[src/rtl/sprite_anim.sv]
// sprite_anim: scan-line sprite engine with animation frames, h/v mirroring,
// power-of-two scaling and colour-key transparency. Fetches one bitmap row per
// screen line from a synchronous one-cycle-latency ROM and emits registered
// pixels one cycle behind the screen column they belong to.
module sprite_anim #(
   parameter  int CORDW        = 10,
   parameter  int H_RES        = 784,
   parameter  int SX_OFFS      = 2,
   parameter  int SPR_WIDTH    = 8,
   parameter  int SPR_HEIGHT   = 8,
   parameter  int SPR_FRAMES   = 4,
   parameter  int SPR_SCALE    = 0,
   parameter  int SPR_DATAW    = 3,
   parameter  int TRANSP_EN    = 1,
   parameter  int TRANSP_COLOR = 0,
   localparam int ADDRW        = $clog2(SPR_FRAMES*SPR_WIDTH*SPR_HEIGHT),
   localparam int FRW          = $clog2(SPR_FRAMES)
) (
   input  logic                 clk,
   input  logic                 rst,
   input  logic                 en,
   input  logic                 line,
   input  logic [CORDW-1:0]     sx,
   input  logic [CORDW-1:0]     sy,
   input  logic [CORDW-1:0]     sprx,
   input  logic [CORDW-1:0]     spry,
   input  logic [FRW-1:0]       frame,
   input  logic                 hflip,
   input  logic                 vflip,
   input  logic [SPR_DATAW-1:0] spr_rom_data,
   output logic [ADDRW-1:0]     spr_rom_addr,
   output logic [SPR_DATAW-1:0] pix,
   output logic                 drawing,
   output logic [2:0]           state
);

   localparam int CW = $clog2(SPR_WIDTH + 1);
   localparam int RW = (SPR_HEIGHT > 1) ? $clog2(SPR_HEIGHT) : 1;
   localparam int SW = (SPR_SCALE > 0) ? SPR_SCALE : 1;
   localparam int DW = CORDW + 1;

   typedef enum logic [2:0] {
      IDLE      = 3'd0,
      REG_POS   = 3'd1,
      ACTIVE    = 3'd2,
      WAIT_POS  = 3'd3,
      FETCH     = 3'd4,
      DRAW      = 3'd5,
      WAIT_DATA = 3'd6
   } state_t;

   state_t            state_reg;
   logic [CORDW-1:0]  sprx_reg, spry_reg;
   logic [FRW-1:0]    frame_reg;
   logic              hflip_reg, vflip_reg;
   logic [ADDRW-1:0]  base_reg;   // frame and row part of the ROM address
   logic [CW-1:0]     col_reg;    // column whose address is currently on the ROM bus
   logic [SW-1:0]     scl_reg;    // repeat count within that column

   logic signed [DW-1:0] diff, row;
   logic                 row_ok;
   logic [RW-1:0]        row_idx, row_eff;
   logic [ADDRW-1:0]     base_next, col0_addr, next_addr;
   logic [CW-1:0]        col_inc;
   logic                 at_pos, scl_last, clip, transparent, col_done;

   assign state = state_reg;

   // Row selection, address arithmetic and trigger conditions.
   always_comb begin
      diff      = $signed({1'b0, sy}) - $signed({1'b0, spry_reg});
      row       = diff >>> SPR_SCALE;
      row_ok    = !row[DW-1] && (row[DW-2:0] < (DW-1)'(SPR_HEIGHT));
      row_idx   = row[RW-1:0];
      row_eff   = vflip_reg ? (RW'(SPR_HEIGHT - 1) - row_idx) : row_idx;
      base_next = ADDRW'(frame_reg) * ADDRW'(SPR_WIDTH * SPR_HEIGHT)
                + ADDRW'(row_eff) * ADDRW'(SPR_WIDTH);
      col0_addr = base_reg + (hflip_reg ? ADDRW'(SPR_WIDTH - 1) : '0);
      col_inc   = col_reg + CW'(1);
      next_addr = base_reg + (hflip_reg ? (ADDRW'(SPR_WIDTH - 1) - ADDRW'(col_inc))
                                        : ADDRW'(col_inc));
      col_done  = (col_reg == CW'(SPR_WIDTH));
      at_pos    = (({1'b0, sx} + DW'(SX_OFFS)) == {1'b0, sprx_reg});
      scl_last  = (SPR_SCALE == 0) || (scl_reg == SW'((1 << SPR_SCALE) - 1));
      clip      = (sx == CORDW'(H_RES - SX_OFFS));
      transparent = (TRANSP_EN != 0) && (spr_rom_data == SPR_DATAW'(TRANSP_COLOR));
   end

   // Line FSM: the address stream runs one cycle ahead of the drawn column,
   // so the last draw cycle is the one where col_reg has stepped past W-1.
   always_ff @(posedge clk or posedge rst) begin
      if (rst) begin
         state_reg    <= IDLE;
         sprx_reg     <= '0;
         spry_reg     <= '0;
         frame_reg    <= '0;
         hflip_reg    <= 1'b0;
         vflip_reg    <= 1'b0;
         base_reg     <= '0;
         col_reg      <= '0;
         scl_reg      <= '0;
         spr_rom_addr <= '0;
         pix          <= '0;
         drawing      <= 1'b0;
      end else if (line) begin
         state_reg    <= en ? REG_POS : IDLE;
         spr_rom_addr <= '0;
         pix          <= '0;
         drawing      <= 1'b0;
      end else begin
         case (state_reg)
            IDLE: state_reg <= IDLE;
            REG_POS: begin
               sprx_reg  <= sprx;
               spry_reg  <= spry;
               frame_reg <= frame;
               hflip_reg <= hflip;
               vflip_reg <= vflip;
               state_reg <= ACTIVE;
            end
            ACTIVE: begin
               if (row_ok) begin
                  base_reg  <= base_next;
                  state_reg <= WAIT_POS;
               end else begin
                  state_reg <= IDLE;
               end
            end
            WAIT_POS: begin
               if (at_pos) begin
                  spr_rom_addr <= col0_addr;
                  col_reg      <= '0;
                  scl_reg      <= '0;
                  state_reg    <= FETCH;
               end
            end
            FETCH, DRAW: begin
               if (state_reg == DRAW) begin
                  pix     <= transparent ? '0 : spr_rom_data;
                  drawing <= !transparent;
               end
               if (clip || (state_reg == DRAW && col_done))
                  state_reg <= WAIT_DATA;
               else if (state_reg == FETCH)
                  state_reg <= DRAW;
               if (!col_done) begin
                  if (scl_last) begin
                     col_reg <= col_inc;
                     scl_reg <= '0;
                     if (col_inc != CW'(SPR_WIDTH))
                        spr_rom_addr <= next_addr;
                  end else begin
                     scl_reg <= scl_reg + SW'(1);
                  end
               end
            end
            WAIT_DATA: begin
               pix          <= '0;
               drawing      <= 1'b0;
               spr_rom_addr <= '0;
               state_reg    <= IDLE;
            end
            default: state_reg <= IDLE;
         endcase
      end
   end

endmodule

[config.mk]
export PLATFORM = sky130hd
export DESIGN_NAME = sprite_anim
export DESIGN_NICKNAME = d
export VERILOG_FILES = /design/src/rtl/sprite_anim.sv
export SDC_FILE = /design/constraint.sdc
export NUM_CORES = 1
export LEC_CHECK = 0
export BUFFER_PORTS_ARGS = -buffer_cell sky130_fd_sc_hd__buf_2
export CAP_MARGIN = 10
export CELL_PAD_IN_SITES_DETAIL_PLACEMENT = 1
export CELL_PAD_IN_SITES_GLOBAL_PLACEMENT = 1
export CORE_UTILIZATION = 42
export DETAILED_ROUTE_END_ITERATION = 16
export PLACE_DENSITY = 0.81
export SYNTH_ARGS = -nofsm -noshare
export SYNTH_HDL_FRONTEND = slang
export SYNTH_SLANG_ARGS = --single-unit
[constraint.sdc]
create_clock -name clk -period 3.55 [get_ports clk]
set_clock_uncertainty 0.2 [all_clocks]
set_input_delay 0.8875 -clock clk [delete_from_list [all_inputs] [get_ports clk]]
set_output_delay 0.8875 -clock clk [all_outputs]
set_load 0.01 [all_outputs]
==> results of run 1 <==
## per-stage QoR
step | cell area, µm² | hold WS (ps) | cells
floorplan | 3220 | 275 | 338
global placement | 3650 | 301 | 493
detailed placement | 3650 | 304 | 493
CTS | 3760 | 327 | 501
global route | 3760 | 354 | 501
finish | 3760 | 320 | 501
## metal layers
metal  vias up  routed length (µm)
met4         0                 157
met5         -                   0
met2        59                3900
met3        16                 282
li1       1323                   -
met1      1380                3560
## worst max path at each step
| stage | startpoint | end | slack [ps] | depth (start not counted) |
|---|---|---|---|---|
| floorplan | sy[0] | base_reg[3] | 380 | 11 |
| global placement | sy[0] | base_reg[7] | 160 | 12 |
| detailed placement | sy[0] | base_reg[4] | 50 | 12 |
| CTS | sy[0] | base_reg[4] | 390 | 12 |
| global route | sy[0] | base_reg[4] | 280 | 12 |
| finish | sy[0] | base_reg[4] | 390 | 12 |
## critical path, delay by kind of cell
| kind | cells | cell delay [ps] |
|---|---|---|
| adders and majority gates | 2 | 620 |
| and+or+nand+nor | 2 | 530 |
| AOI/OAI and AO/OA | 3 | 420 |
| muxes | 1 | 360 |
| buffers and inverters | 3 | 190 |
| xor gates and xnor gates | 1 | 150 |
## layout by cell type (no fill, tap or decap), types with 15 or more instances in the layout
cell,n
a21oi_1,18
buf_2,65
nand2_1,39
o21ai_0,16
nor2_1,15
inv_1,17
dfrtp_1,48
mux2_2,20
xnor2_1,15
ha_1,18
## layout make-up
type                            count  area [µm²]  share of cell area
Clock buffer                        5        68.8              0.0183
Tap cell                           99         124              0.0329
Inverter                           18        67.6              0.0180
Multi-Input combinational cell    260        1910               0.508
Clock inverter                      3        42.5              0.0113
Timing Repair Buffer               68         348              0.0924
Sequential cell                    48        1200               0.319
## power breakdown
part,internal (mW),total (mW),switching (mW)
clock,0.209,0.416,0.207
sequential,0.639,0.719,0.0802
combinational,0.302,0.634,0.331
total,1.15,1.77,0.618
## kinds of logic after synthesis
group                      Yosys count  synth area share
adders and majority gates           20            0.0823
AOI/OAI and AO/OA                   74             0.162
buffers and inverters               30            0.0361
DFF                                 48             0.373
muxes                               29            0.0982
and+or+nand+nor                    112             0.181
xor gates and xnor gates            25            0.0679
==> impl_results.md, run 1 <==
- CP required: ~3600 ps
- Post-CTS sizing: 0
- Top-count cell post-synth: dfrtp_1
- IO Pins: 66
- Setup Total Neg Slack: 0 ps
- CP Class: in -> reg
- Yosys warns: 0
- Avg WL per Cell: about 16 µm
- Initial Util: 0.440
- Hold_buf cts: 0
- 1st-iter DRT viols: 128
- Critical path cell sequence: buf_2 > inv_1 > ha_1 > inv_1 > fa_1 > a21oi_1 > o22ai_1 > nor2_1 > xor2_1 > o2111ai_1 > and4bb_2 > mux2_2
- CTS tree: yes
- Worst R2R Path Depth: 10
- # DRC: 0
- GR Util All Layers: 0.215
- Die Wd: 89.6 µm
- Share of post-route cells with drive strength above 1: 0.271
- Final GP Congestion: between 0.8 and 0.9
- Avg Cell Area, Syn: between 9 and 10 µm²
- Worst-Margin Slew: 1050 ps
- FF-to-FF setup slack: between 600 and 700 ps
- Clock latency on the worst-skew pair: 310 ps
- Status: finished clean
- Asr flop ratio synth: 1.00
- Hold path startpoint: frame_reg[0]
- # diodes: 0
- Worst Setup Start Kind: primary input
- Nets: 472
- Critical path capture point type: flip-flop
- Hold path cells: 1
- Crit path max fanout: 5
- Max-slew violation count: 0
- GR Util met2: 0.377
- Overall power: ~1.8 mW
- GRT Max-Usage Layer: met2
- Period Utilization, post-route: 0.889
- Vias in the first global route: slightly below 3000
- Max stage delay on crit path: ~450 ps
- Final hold vios: 0
- WP data arrival: between 3000 and 4000 ps
- P per Cell Area: roughly 470 nW/µm²
- Top FF cell, synth: dfrtp_1
- Initial antenna violation count: 0
- Maximum VDD drop: 0.239 mV
- Synthesis-to-layout area growth: 16.8%
- First-pass GRT wire length: between 10000 and 15000 µm
- Largest net degree at the start of global routing: between 40 and 50
- Slowest CP cell: fa_1
- Number of core rows: 31
- Synth top area share: 0.373
- Final core utilization: 0.513
- Total wire length: a little under 8000 µm
- Vias: approximately 2800
- Clk buf depth: 2
- DRT Pass-1 Iters: 4
- Yosys reg bits: 48
- Total Die Area: roughly 8000 µm²
- CTS Root Cell: clkbuf_8
- Slew headroom: 0.302
- Die Y: between 80 and 90 µm
- Post-synthesis sequential area ratio: 0.373
- H-tree levels: 2
- Vias per inst: ~5.5
- Reg-to-reg endpoint: spr_rom_addr[7]
- Buffers on Ports: 65
- # fillers: approximately 890
- Grt total ovfl: 0
- Total CTS buffers: 5
- Max Clock Freq: 317 MHz
- Clock sink count: 48
- Grt met1 use: 0.267
- Post-Syn Nets: around 410
- Core Area: about 7300 µm²
- Post-Syn Instances: 338
- Setup bufs post-CTS: 0
- Hold Path Sink: frame_reg[0]
- Clk pin slew, worst setup/hold paths: about 90 ps
- Synth cell count leaders: dfrtp_1, nand2_1, mux2_2
- FF-to-FF Start: state[2]
- Cell variety after synth: 58
- Pleak: 1.74 nW
- Final ANT Viol Nets: 0
- Worst Hold Class: reg -> reg
- Top cells by area, synth: dfrtp_1, ha_1, mux2_2
- Post-place setup slack: around 50 ps
- M3 GR Usage: 0.0384
- Top cell type by total area after synthesis: dfrtp_1
- Crit path time final: between 3000 and 4000 ps
- Final setup viols: 0
- Setup ws final: 393 ps
- Post-synth EDFFs: 0
- Maxcap violations: 0
- Most used cell along the critical path: inv_1
- RSZ-0062 raised after global routing: no
- Netlist Area Pre-Place: about 3200 µm²
- HPWL after detailed placement: around 6000 µm
Note: power is estimated with default switching activity, not from simulation.
==> run 2: changes to the inputs <==
--- a/config.mk
+++ b/config.mk
@@ -5,11 +5,12 @@
 export SDC_FILE = /design/constraint.sdc
 export NUM_CORES = 1
 export LEC_CHECK = 0
+export ABC_AREA = 1
 export BUFFER_PORTS_ARGS = -buffer_cell sky130_fd_sc_hd__buf_2
 export CAP_MARGIN = 10
 export CELL_PAD_IN_SITES_DETAIL_PLACEMENT = 1
 export CELL_PAD_IN_SITES_GLOBAL_PLACEMENT = 1
-export CORE_UTILIZATION = 42
+export CORE_UTILIZATION = 40
 export DETAILED_ROUTE_END_ITERATION = 16
 export PLACE_DENSITY = 0.81
 export SYNTH_ARGS = -nofsm -noshare
==> run 2 against run 1 <==
Cell count grew 21%. Die area grew 7.5%. Largest cell class unchanged. Non-clock buffer count is the same. Total power shrank 9.0%.
==> impl_results.md, run 2 <==
- Clock latency on the worst-skew pair: 310 ps (about the same)
- # diodes: 0 (unchanged)
- 1st-iter DRT viols: 105 (was 128)
- Final hold vios: 0 (unchanged)
- Vias: 3036 (was 2778)
- Synth top area share: 0.363 (was 0.373)
- Initial Util: 0.421 (was 0.440)
- Cell variety after synth: 36 (was 58)
- Top-count cell post-synth: nand2_1 (was dfrtp_1)
- # DRC: 0 (unchanged)
- Max-slew violation count: 0 (unchanged)
- Max Clock Freq: 347 MHz (was 317 MHz)
- Top FF cell, synth: dfrtp_1 (unchanged)
- Period Utilization, post-route: 0.812 (was 0.889)
- Total wire length: 8370 µm (was 7900 µm)
- Hold path startpoint: spr_rom_addr[0] (was frame_reg[0])
- IO Pins: 66 (unchanged)
- Synthesis-to-layout area growth: 16.3% (was 16.8%)
- Pleak: 2.11 nW (was 1.74 nW)
- Setup Total Neg Slack: 0 ps (unchanged)
- Number of core rows: 32 (was 31)
- Crit path time final: 2880 ps (was 3160 ps)
- Final setup viols: 0 (unchanged)
- Largest net degree at the start of global routing: 29 (was 49)
- # fillers: 1042 (was 888)
- Worst Setup Start Kind: primary input (unchanged)
- Critical path capture point type: flip-flop (unchanged)
- Synth cell count leaders: nand2_1, dfrtp_1, inv_1 (was dfrtp_1, nand2_1, mux2_2)
- Overall power: 1.61 mW (was 1.77 mW)
- GR Util All Layers: 0.210 (was 0.215)
- CTS tree: yes (unchanged)
- Core Area: 7850 µm² (was 7330 µm²)
- Top cell type by total area after synthesis: dfrtp_1 (unchanged)
- Setup bufs post-CTS: 0 (unchanged)
- Status: finished clean (unchanged)
- Share of post-route cells with drive strength above 1: 0.233 (was 0.271)
- Total Die Area: 8630 µm² (was 8030 µm²)
- Yosys warns: 0 (unchanged)
- Maxcap violations: 0 (unchanged)
- Commonest non-fill, non-tap cell in the layout: nand2_1 (was buf_2)
- Critical path cell sequence: buf_2 > inv_1 > ha_1 > inv_2 > fa_1 > nand2_1 > nand2_1 > nand3_1 > nand2_1 > nand2_1 > nand2_1 > inv_2 > nand2_1 > nor2_4 > nand2_2 > nor2_4 > nand3_2 > nand2_1 > nand2_1 (was buf_2 > inv_1 > ha_1 > inv_1 > fa_1 > a21oi_1 > o22ai_1 > nor2_1 > xor2_1 > o2111ai_1 > and4bb_2 > mux2_2)
- Post-synth EDFFs: 0 (unchanged)
- Asr flop ratio synth: 1.00 (unchanged)
- Total CTS buffers: 5 (unchanged)
- Most used cell along the critical path: nand2_1 (was inv_1)
- CTS Root Cell: clkbuf_8 (unchanged)
- Post-place setup slack: 363 ps (was 48.9 ps)
- Nets: 572 (was 472)
- FF-to-FF Start: state[2] (unchanged)
- Maximum VDD drop: 0.218 mV (was 0.239 mV)
- Final GP Congestion: 0.816 (was 0.890)
- Yosys reg bits: 48 (unchanged)
- Avg Cell Area, Syn: 7.65 µm² (was 9.54 µm²)
- Hold_buf cts: 0 (unchanged)
- CP required: 3550 ps (about the same)
- WP data arrival: 2880 ps (was 3160 ps)
- Post-CTS sizing: 0 (unchanged)
- Netlist Area Pre-Place: 3300 µm² (was 3220 µm²)
- Slowest CP cell: fa_1 (unchanged)
- H-tree levels: 2 (unchanged)
- Initial antenna violation count: 0 (unchanged)
- Crit path max fanout: 6 (was 5)
- P per Cell Area: 419 nW/µm² (was 470 nW/µm²)
- Grt total ovfl: 0 (unchanged)
- Clk buf depth: 2 (unchanged)
- Worst Hold Class: reg -> reg (unchanged)
- DRT Pass-1 Iters: 4 (unchanged)
- Die Y: 92.9 µm (was 89.6 µm)
- Top cells by area, synth: dfrtp_1, nand2_1, ha_1 (was dfrtp_1, ha_1, mux2_2)
- Worst-Margin Slew: 531 ps (was 1050 ps)
- Post-Syn Nets: 503 (was 409)
- Clock sink count: 48 (unchanged)
- Clk pin slew, worst setup/hold paths: 90 ps (about the same)
- Post-synthesis sequential area ratio: 0.363 (was 0.373)
- RSZ-0062 raised after global routing: no (unchanged)
- Final ANT Viol Nets: 0 (unchanged)
- HPWL after detailed placement: 6830 µm (was 5980 µm)
- Vias in the first global route: 3275 (was 2915)
- Buffers on Ports: 65 (unchanged)
- Slew headroom: 0.646 (was 0.302)
- Origin of the worst setup path: sy[0] (unchanged)
- Vias per inst: 5.03 (was 5.54)
- Setup ws final: 666 ps (was 393 ps)
- First-pass GRT wire length: 14400 µm (was 13200 µm)
- Max stage delay on crit path: 430 ps (was 450 ps)
- Avg WL per Cell: 13.9 µm (was 15.8 µm)
- Most frequent cells in the layout: nand2_1, buf_2, dfrtp_1 (was buf_2, dfrtp_1, nand2_1)
- Post-Syn Instances: 432 (was 338)
- CP Class: in -> reg (unchanged)
- Die Wd: 92.9 µm (was 89.6 µm)
==> run 2: changes by cell type in the layout (fill, tap and decap cells not counted), moves of 8 or more <==
cell / before / now
a21oi_1: 18 / 28
inv_1: 17 / 47
inv_2: 1 / 9
mux2_2: 20 / 10
mux2i_1: 8 / 0
nand2_1: 39 / 110
nand2b_1: 13 / 0
nand3_1: 13 / 37
nand4_1: 0 / 10
nor2_1: 15 / 40
o21ai_0: 16 / 8
==> run 2: layout make-up <==
cell class / instances / area, µm² / area share
repair buffers: 68 / 348 / 0.0905
multi-input cells: 321 / 1860 / 0.484
flip-flops and latches: 48 / 1200 / 0.312
inverters: 57 / 214 / 0.0557
clock inverters: 2 / 10.0 / 0.00260
well taps: 102 / 128 / 0.0332
clock buffers: 6 / 82.6 / 0.0215
==> run 2: kinds of logic (layout without fill, tap and decap cells) <==
| group | after synthesis | in the layout | share of synthesized area |
|---|---|---|---|
| and+or+nand+nor | 227 | 227 | 0.321 |
| buffers and inverters | 63 | 133 | 0.0735 |
| AOI/OAI and AO/OA | 48 | 48 | 0.0848 |
| DFF | 48 | 48 | 0.363 |
| adders and majority gates | 20 | 20 | 0.0803 |
| xor gates and xnor gates | 16 | 16 | 0.0424 |
| muxes | 10 | 10 | 0.0341 |
==> run 2: layer usage <==
metal / global-route usage / up-vias / wire length [µm]
met1: 0.239 / 1455 / 3620
li1: - / 1533 / -
met5: 0 / - / 0
met2: 0.400 / 41 / 4500
met4: 0.0551 / 0 / 87
met3: 0.0328 / 7 / 173
==> run 2: through the flow <==
step	hold WS [ps]	cell area (µm²)	utilization	cells
6_report	278	3840	0.490	604
2_1_floorplan	248	3300	-	432
4_1_cts	282	3840	0.490	604
5_1_grt	298	3840	0.490	604
3_3_place_gp	252	3750	0.478	596
3_5_place_dp	259	3750	0.478	596
==> run 2: path summary, 6_finish.rpt <==
path,to,slack [ps],cells past startpoint
setup / recovery,base_reg[3],670,19
hold / removal,spr_rom_addr[0],280,2
setup reg to reg,spr_rom_addr[7],810,12
hold reg to reg,spr_rom_addr[0],280,2
max in group asynchronous,base_reg[7],2020,3
min in group asynchronous,drawing,390,2
==> run 2: worst max-delay path: cells and delay by family <==
family	cells	cell delay, ps
buffers and inverters	4	230
adder cells (fa/ha/maj)	2	580
AND/OR/NAND/NOR	13	1180
==> run 2: power breakdown <==
| part | total, mW | internal [mW] | switching, mW |
|---|---|---|---|
| sequential | 0.672 | 0.626 | 0.0458 |
| combinational | 0.588 | 0.230 | 0.358 |
| clock | 0.349 | 0.156 | 0.193 |
| total | 1.61 | 1.01 | 0.597 |
